$ cat src/rtl/rt_gray_pkg.sv
// Shared types for the gray-count transition monitor: FSM states, error codes
// and a reference gray-to-binary helper.
package rt_gray_pkg;

  typedef enum logic [1:0] {
    ST_IDLE  = 2'b00,
    ST_TRACK = 2'b01,
    ST_HALT  = 2'b10
  } state_e;

  typedef enum logic [1:0] {
    EC_NONE   = 2'b00,
    EC_NONADJ = 2'b01,
    EC_MULTI  = 2'b10
  } err_code_e;

  localparam int unsigned GRAY_MAX_W = 64;

  // Each binary bit is the XOR of the gray bits at and above it.
  function automatic logic [GRAY_MAX_W-1:0] gray2bin(input logic [GRAY_MAX_W-1:0] g);
    logic [GRAY_MAX_W-1:0] b;
    b = '0;
    for (int i = 0; i < GRAY_MAX_W; i++) begin
      b[i] = ^(g >> i);
    end
    return b;
  endfunction

endpackage

$ cat src/rtl/rt_gray2bin.sv
// Combinational gray-to-binary decoder of configurable width.
module rt_gray2bin #(
  parameter int unsigned PARAM_BIT_NUM = 32
) (
  input  logic [PARAM_BIT_NUM-1:0] rt_i_gray,
  output logic [PARAM_BIT_NUM-1:0] rt_o_bin
);

  always_comb begin
    rt_o_bin = '0;
    for (int i = 0; i < PARAM_BIT_NUM; i++) begin
      rt_o_bin[i] = ^(rt_i_gray >> i);
    end
  end

endmodule

$ cat src/rtl/rt_gray_mon.sv
// Gray-count transition monitor: classifies each accepted step as hold/up/down/
// illegal, keeps saturating error statistics and a first-error snapshot.
//
//  state    | meaning
//  ---------+-------------------------------------------------------------
//  ST_IDLE  | no reference yet; next valid sample becomes the reference
//  ST_TRACK | reference held; each valid sample is checked against it
//  ST_HALT  | stopped after an error (stop-on-error build); only clr exits
module rt_gray_mon
  import rt_gray_pkg::*;
#(
  parameter int unsigned PARAM_BIT_NUM     = 32,
  parameter int unsigned PARAM_ERR_CNT_W   = 16,
  parameter bit          PARAM_STOP_ON_ERR = 1'b0
) (
  input  logic                       rt_i_clk,
  input  logic                       rt_i_rst_n,
  input  logic                       rt_i_clr,
  input  logic                       rt_i_ld,
  input  logic                       rt_i_vld,
  input  logic [PARAM_BIT_NUM-1:0]   rt_i_gray,
  output logic [PARAM_BIT_NUM-1:0]   rt_o_bin,
  output logic                       rt_o_up,
  output logic                       rt_o_dn,
  output logic                       rt_o_err,
  output logic [1:0]                 rt_o_err_code,
  output logic                       rt_o_err_sticky,
  output logic [PARAM_ERR_CNT_W-1:0] rt_o_err_cnt,
  output logic [PARAM_BIT_NUM-1:0]   rt_o_snap_prev,
  output logic [PARAM_BIT_NUM-1:0]   rt_o_snap_cur,
  output logic [1:0]                 rt_o_state
);

  localparam logic [PARAM_BIT_NUM-1:0]   ONE_N = {{(PARAM_BIT_NUM-1){1'b0}}, 1'b1};
  localparam logic [PARAM_ERR_CNT_W-1:0] ONE_W = {{(PARAM_ERR_CNT_W-1){1'b0}}, 1'b1};

  state_e                     state_q;
  err_code_e                  err_code_q;
  logic [PARAM_BIT_NUM-1:0]   ref_gray_q;
  logic [PARAM_BIT_NUM-1:0]   bin_q;
  logic                       up_q, dn_q, err_q, sticky_q;
  logic [PARAM_ERR_CNT_W-1:0] cnt_q;
  logic [PARAM_BIT_NUM-1:0]   snap_prev_q, snap_cur_q;

  logic [PARAM_BIT_NUM-1:0]   cur_bin;
  logic [PARAM_BIT_NUM-1:0]   diff;
  logic [PARAM_BIT_NUM-1:0]   gray_xor;
  logic                       is_hold, is_up, is_dn, is_multi;

  rt_gray2bin #(.PARAM_BIT_NUM(PARAM_BIT_NUM)) u_dec (
    .rt_i_gray (rt_i_gray),
    .rt_o_bin  (cur_bin)
  );

  // bin_q doubles as the decoded reference, so the step is a plain subtraction.
  assign diff     = cur_bin - bin_q;
  assign gray_xor = rt_i_gray ^ ref_gray_q;
  assign is_hold  = (diff == '0);
  assign is_up    = (diff == ONE_N);
  assign is_dn    = (diff == '1);
  assign is_multi = |(gray_xor & (gray_xor - ONE_N));

  always_ff @(posedge rt_i_clk or negedge rt_i_rst_n) begin
    if (!rt_i_rst_n) begin
      state_q     <= ST_IDLE;
      err_code_q  <= EC_NONE;
      ref_gray_q  <= '0;
      bin_q       <= '0;
      up_q        <= 1'b0;
      dn_q        <= 1'b0;
      err_q       <= 1'b0;
      sticky_q    <= 1'b0;
      cnt_q       <= '0;
      snap_prev_q <= '0;
      snap_cur_q  <= '0;
    end else begin
      up_q  <= 1'b0;
      dn_q  <= 1'b0;
      err_q <= 1'b0;
      if (rt_i_clr) begin
        state_q     <= ST_IDLE;
        err_code_q  <= EC_NONE;
        sticky_q    <= 1'b0;
        cnt_q       <= '0;
        snap_prev_q <= '0;
        snap_cur_q  <= '0;
      end else if (state_q != ST_HALT) begin
        if (rt_i_ld) begin
          if (rt_i_vld) begin
            ref_gray_q <= rt_i_gray;
            bin_q      <= cur_bin;
            state_q    <= ST_TRACK;
          end else begin
            state_q <= ST_IDLE;
          end
        end else if (rt_i_vld) begin
          ref_gray_q <= rt_i_gray;
          bin_q      <= cur_bin;
          if (state_q == ST_IDLE) begin
            state_q <= ST_TRACK;
          end else if (is_up) begin
            up_q <= 1'b1;
          end else if (is_dn) begin
            dn_q <= 1'b1;
          end else if (!is_hold) begin
            err_q      <= 1'b1;
            sticky_q   <= 1'b1;
            err_code_q <= is_multi ? EC_MULTI : EC_NONADJ;
            if (cnt_q != '1) cnt_q <= cnt_q + ONE_W;
            if (!sticky_q) begin
              snap_prev_q <= ref_gray_q;
              snap_cur_q  <= rt_i_gray;
            end
            if (PARAM_STOP_ON_ERR) state_q <= ST_HALT;
          end
        end
      end
    end
  end

  assign rt_o_bin        = bin_q;
  assign rt_o_up         = up_q;
  assign rt_o_dn         = dn_q;
  assign rt_o_err        = err_q;
  assign rt_o_err_code   = err_code_q;
  assign rt_o_err_sticky = sticky_q;
  assign rt_o_err_cnt    = cnt_q;
  assign rt_o_snap_prev  = snap_prev_q;
  assign rt_o_snap_cur   = snap_cur_q;
  assign rt_o_state      = state_q;

endmodule

$ cat config.mk
export PLATFORM = sky130hd
export DESIGN_NAME = rt_gray_mon
export DESIGN_NICKNAME = d
export VERILOG_FILES = /design/src/rtl/rt_gray_pkg.sv /design/src/rtl/rt_gray2bin.sv /design/src/rtl/rt_gray_mon.sv
export SDC_FILE = /design/constraint.sdc
export NUM_CORES = 1
export LEC_CHECK = 0
export BUFFER_PORTS_ARGS = -buffer_cell sky130_fd_sc_hd__buf_2
export CAP_MARGIN = 20
export CORE_MARGIN = 5
export CORE_UTILIZATION = 63
export CTS_CLUSTER_DIAMETER = 100
export DETAILED_ROUTE_END_ITERATION = 8
export HOLD_SLACK_MARGIN = 0.1
export PLACE_DENSITY_LB_ADDON = 0.25
export SKIP_LAST_GASP = 1
export SLEW_MARGIN = 15
export SYNTH_ARGS = -nofsm -noshare
export SYNTH_HDL_FRONTEND = slang
export SYNTH_HIERARCHICAL = 1
export SYNTH_SLANG_ARGS = --single-unit
$ cat constraint.sdc
create_clock -name rt_i_clk -period 10.17 [get_ports rt_i_clk]
set_input_delay 2.034 -clock rt_i_clk [delete_from_list [all_inputs] [get_ports rt_i_clk]]
set_output_delay 2.034 -clock rt_i_clk [all_outputs]
set_load 0.01 [all_outputs]
Word-level counts from Yosys, hierarchy flattened. Index checks and enable logic that the tools add are counted.

Register bits after elaboration: 152. Input bits: 37. Output and inout bits: 120. Word-level logic and storage cells: 143.

Add/subtract/negate cells: 3. Equal/unequal tests: 10. Mux-type cells: 71. Bitwise gates (word level): 3. Reductions and logical operators: 45.

Operators with widths (number): $reduce_xor A32 Y1 (32); $mux W32 (18); $mux W16 (9); $and A32 B32 Y32 (1); $eq A32 B1 Y1 const B (1); $eq A32 B32 Y1 const B (1); $logic_not A32 Y1 (1); $reduce_or A32 Y1 (1); $sub A32 B1 Y32 const B (1); $sub A32 B32 Y32 (1); $xor A32 B32 Y32 (1); $mux W1 (30); $mux W2 (14); $add A16 B1 Y16 const B (1); $ne A16 B16 Y1 const B (1); $reduce_and A8 Y1 (2); $ne A2 B2 Y1 const B (7); $reduce_and A7 Y1 (1); $reduce_and A3 Y1 (2); $reduce_bool A2 Y1 (3); $reduce_bool A3 Y1 (2); $logic_not A2 Y1 (1); $not A1 Y1 (1).

Logic depth before layout (Yosys ltp).
Word-level depth: 13. Depth in mapped cells: 21. Gate-level depth less buffers: 18.

Modules after synthesis. The synthesis kept the hierarchy.

Modules (own cells, without submodules): rt_gray_mon (times used 1, cells an instance 990, area an instance 9420.3 sq um, sequential area each 3778.6 sq um); rt_gray2bin (times used 1, cells an instance 64, area an instance 767.0 sq um, sequential area each 0.0 sq um).

Worst setup path after synthesis. No wires, ideal clock.

Path type: input port to flip-flop. Start point: in rt_i_gray[31]. End point: reg snap_prev_q[28], in the netlist rt_o_snap_prev[28]. Library setup time: 132 ps. Arrival: 7386 ps. Data required time: 10038 ps. Slack: 2652 ps. Cell stages on the path: 20. Path buffers: 2. Cells stage by stage: xor3_2 > xnor3_2 > xnor3_2 > xor3_1 > inv_1 > ha_1 > fa_1 > nand2b_1 > a21oi_1 > xor2_1 > or4b_1 > a2111oi_2 > nand4bb_1 > or4b_1 > or4_4 > nand3_2 > buf_12 > buf_12 > mux2i_1 > nor2_1.

Cells in the longest elaborated chain, start to end: 5. Elaborated cells between the ends (all ways): 40. Classes of those cells: add/sub (1); eq/ne (5); reduce/logical (34).

Ends and longest elaborated chain: from (decl) (RTL line rt_gray_mon.sv:21) `input logic [PARAM_BIT_NUM-1:0] rt_i_gray,`; $reduce_xor A32 Y1 (*) (RTL line rt_gray2bin.sv:12) `rt_o_bin[i] = ^(rt_i_gray >> i);`; named net cur_bin[24] (RTL line rt_gray_mon.sv:45) `logic [PARAM_BIT_NUM-1:0] cur_bin;`; $sub A32 B32 Y32 (*) (RTL line rt_gray_mon.sv:56) `assign diff = cur_bin - bin_q;`; $eq A32 B32 Y1, or another cell as far along (RTL line rt_gray_mon.sv:60) `assign is_dn = (diff == '1);`; $ne A2 B2 Y1 (no line); $reduce_and A8 Y1 (no line) (*); to (signal assigned) (RTL line rt_gray_mon.sv:111) `snap_prev_q <= ref_gray_q;`; to (decl) (RTL line rt_gray_mon.sv:43) `logic [PARAM_BIT_NUM-1:0] snap_prev_q, snap_cur_q;`.

The timed path passes the listed nets; every way through them passes the cells marked *. A chain may end at the register's enable or synchronous reset.

Final worst setup path.
Start point: in rt_i_gray[31]. End point: reg snap_cur_q[30], in the netlist rt_o_snap_cur[30].

Cells in the longest elaborated chain, start to end: 5. Elaborated cells between the ends (all ways): 40. Classes of those cells: add/sub (1); eq/ne (5); reduce/logical (34).

Ends and longest elaborated chain: $reduce_xor A32 Y1 (*) (RTL line rt_gray2bin.sv:12); named net cur_bin[29] (RTL line rt_gray_mon.sv:45); $sub A32 B32 Y32 (*) (RTL line rt_gray_mon.sv:56); $eq A32 B32 Y1, or another cell as far along (RTL line rt_gray_mon.sv:60); $ne A2 B2 Y1 (no line); $reduce_and A8 Y1 (no line) (*); to (signal assigned) (RTL line rt_gray_mon.sv:112) `snap_cur_q <= rt_i_gray;`; to (decl) (RTL line rt_gray_mon.sv:43).

Marks and branches as above.

==> results.sh <==
export IMPL_outcome="completed"
export IMPL_crit_arrival_ns=8.87
export IMPL_synthCells=1054
export IMPL_yosysSeqAreaShare_pct=37.1
export IMPL_p_seq_share_pct=17.2
export IMPL_slowest_stage="nand3_4"
export IMPL_synth_top_cell_area_share_pct=37.1
export IMPL_clk_latency_ns=0.43
export IMPL_ctsResizeCount=0
export IMPL_synth_fa_ha_area_share_pct=4.84
export IMPL_hold_viol_final=0
export IMPL_startpoint_type="input pin"
export IMPL_swShare_pct=49.7
export IMPL_pwr_share_comb_pct=67.5
export IMPL_p_int_uw=2160
export IMPL_core_um2=15900
export IMPL_top_level_ports=157
export IMPL_drt_total_wl_mm=27.3
export IMPL_end_kind="flip-flop"
export IMPL_place_gp_congestion=0.984
export IMPL_final_setup_tns_ns=0
export IMPL_antenna_found_initial=0
export IMPL_synthSimpleGateAreaFrac_pct=16.9
export IMPL_die_w_um=137
export IMPL_synth_area_um2=10200
export IMPL_area_growth_pct=13.4
export IMPL_drtIter0Drc=700
export IMPL_diodes=0
export IMPL_synth_compound_area_share_pct=14.1
export IMPL_drc=0
export IMPL_muxShareOfSynthArea_pct=11.0
export IMPL_crit_path_max_fanout=52
export IMPL_hold_buffers=0
export IMPL_skew_ns=0.0117
export IMPL_synthTopCellsByArea="dfrtp_1 (37%), mux2i_1 (6.5%), nor2_1 (4.3%)"
export IMPL_cp_num_buf_inv=3
export IMPL_synth_edf_count=0
export IMPL_min_period_ns=8.60
export IMPL_ys_ff_latch=151
export IMPL_drive_above_1_share_pct=21.9
export IMPL_grt_pass1_vias=8351
export IMPL_hpwl_mm=19.8
export IMPL_fin_crit_sh_pct=84.5
export IMPL_wl_per_cell_um=19.3
export IMPL_cts_sinks=151
export IMPL_clock_path_buffers=2
export IMPL_rsz0062_at_grt="false"
export IMPL_powerDensity_nw_per_um2=372
export IMPL_ant_nets=0
export IMPL_switching_power_uw=2130
export IMPL_async_flop_share_pct=100
export IMPL_worstSetupPathType="in2reg"
export IMPL_ys_warn_count=6
export IMPL_slew_headroom_pct=33.9
export IMPL_synth_xor_area_share_pct=11.1
export IMPL_via_count=8653
export IMPL_cellLeakagePower_uw=0.00579
export IMPL_nNetsFinal=1254
export IMPL_ctsRootBufferMaster="clkbuf_16"
export IMPL_peakVddDrop_uv=438
export IMPL_synth_top_area_cell="dfrtp_1"
export IMPL_final_cell_mix="buf_2 (154), dfrtp_1 (151), nor2_1 (118), nand2_1 (86), mux2i_1 (66)"
export IMPL_hold_path_class="reg2reg"
export IMPL_grt_overflow_total=0
export IMPL_p_clk_share_pct=15.4
export IMPL_grt_pass1_wl_mm=43.1
export IMPL_worst_slew_pin_slew_ns=0.991
export IMPL_cp_required_ns=10.44
export IMPL_synthFlopType="dfrtp_1"
export IMPL_grt_max_degree=92
export IMPL_cp_top_family="simple AND/OR/NAND/NOR gates"
export IMPL_synth_top_family_by_area="simple AND/OR/NAND/NOR gates"
export IMPL_fmax_ghz=0.116
export IMPL_finalSetupViolCount=0
export IMPL_cpPeakStageDelay_ns=0.74
export IMPL_cap_violations=0
export IMPL_track_usage_pct=29.2
export IMPL_drt_pass1_iter_count=7
export IMPL_syn_area_per_cell_um2=9.67
export IMPL_path_clk_slew_ns=0.07
export IMPL_fp_dieH_um=137
export IMPL_core_rowCount=46
export IMPL_total_power_uw=4300
export IMPL_viasPerCell=6.13
export IMPL_cts_tree="built"
export IMPL_crit_chain="buf_2 > xor3_2 > xnor3_2 > xnor3_2 > xor3_1 > inv_1 > ha_1 > fa_1 > nand2b_1 > a21oi_1 > xor2_1 > or4b_1 > a2111oi_2 > nand4bb_1 > or4b_1 > or4_4 > nand3_4 > buf_4 > mux2i_1 > nor2_1"
export IMPL_cts_inserted_buffers=17
export IMPL_synth_nets=1125
export IMPL_synth_distinct_cells=91
export IMPL_io_buffers=155
export IMPL_die_area_um2=18800
export IMPL_final_common_cell="buf_2"
export IMPL_h_tree_depth=4
export IMPL_maxSlewViolCount=0
export IMPL_initial_core_util_pct=64.1
export IMPL_postCtsSetupBuffers=0
path summary, 6_finish.rpt:
| check | from | to | slack, ns | cells past startpoint |
|---|---|---|---|---|
| setup / recovery | rt_i_gray[31] | rt_o_snap_cur[30] | 1.57 | 20 |
| hold / removal | rt_o_snap_cur[12] | rt_o_snap_cur[12] | 0.52 | 2 |
| setup reg to reg | rt_o_bin[11] | rt_o_snap_cur[30] | 5.00 | 14 |
| hold reg to reg | rt_o_snap_cur[12] | rt_o_snap_cur[12] | 0.52 | 2 |
| max in group asynchronous | rt_i_rst_n | rt_o_bin[0] | 7.15 | 2 |
| min in group asynchronous | rt_i_rst_n | rt_o_bin[17] | 1.65 | 1 |
metrics by stage:
step	hold WS (ns)	instance area, µm²	worst slack, ns	instances	util (%)
after floorplan	0.523	10200	2.65	1054	-
after global placement	0.502	10900	1.27	1380	68.9
after detailed placement	0.509	10900	1.14	1380	68.9
after CTS	0.524	11600	1.56	1412	72.7
after global routing	0.546	11600	1.26	1412	72.7
final	0.522	11600	1.57	1412	72.7
worst register-to-register path: stages (launching register included):
cell and delay (ns):
dfrtp_1 0.34, inv_1 0.06, ha_1 0.54, nand2_1 0.27, nor2_1 0.25, nand2_1 0.17
a2111oi_2 0.57, nor3b_2 0.12, o211ai_1 0.27, or4b_1 0.47, or4_4 0.59, nand3_4 0.74
buf_4 0.34, mux2i_1 0.22, nor2_1 0.06
power groups by stage:
| stage | Combinational [µW] | Clock (µW) | Sequential [µW] |
|---|---|---|---|
| 3_3_place_gp | 2790 | 0 | 742 |
| 5_1_grt | 3130 | 689 | 748 |
| 3_5_place_dp | 2800 | 0 | 746 |
| 4_1_cts | 2830 | 662 | 736 |
| 6_report | 2900 | 659 | 737 |
| 2_1_floorplan | 2120 | 0 | 763 |
synth_stat cells (20+ instances only):
library cell and number:
a21oi_1 47, clkbuf_1 22, dfrtp_1 151, ha_1 33, inv_1 41, mux2_2 34, mux2i_1 66, nand2_1 86
nand3_1 20, nor2_1 118, o21ai_0 46, xnor2_1 47, xor2_1 43
cell families (layout without fill, tap and decap cells):
family | count (synthesis) | in the layout
AND/OR/NAND/NOR | 347 | 347
AO/OA/AOI/OAI | 214 | 214
flip-flops | 151 | 151
XOR/XNOR | 105 | 105
multiplexers | 105 | 105
buffers and inverters | 91 | 233
adder cells (fa/ha/maj) | 40 | 40
other | 1 | 1
area by class of cell:
type | instances | area, µm²
tap | 216 | 270
multi-input combinational | 812 | 5920
clock buffer | 17 | 425
inverter | 41 | 154
fill | 1216 | 4330
sequential | 151 | 3780
timing repair buffer | 160 | 820
clock inverter | 15 | 185
registers in the layout, summed over array words and instances (netlist names):
register	flops
rt_o_bin	32
rt_o_up	1
rt_o_dn	1
rt_o_err_cnt	16
rt_o_err_sticky	1
ref_gray_q	32
rt_o_snap_cur	32
rt_o_snap_prev	32
rt_o_err_code	2
rt_o_state	1
rt_o_err	1
routing by layer:
layer | GRT usage (%) | vias up | wire [µm]
li1 | - | 4023 | -
met1 | 39.8 | 4222 | 11700
met2 | 47.0 | 367 | 12700
met3 | 6.58 | 41 | 2280
met4 | 8.20 | 0 | 506
met5 | 0 | - | 0
No activity file was read; power rests on OpenSTA's default activity.
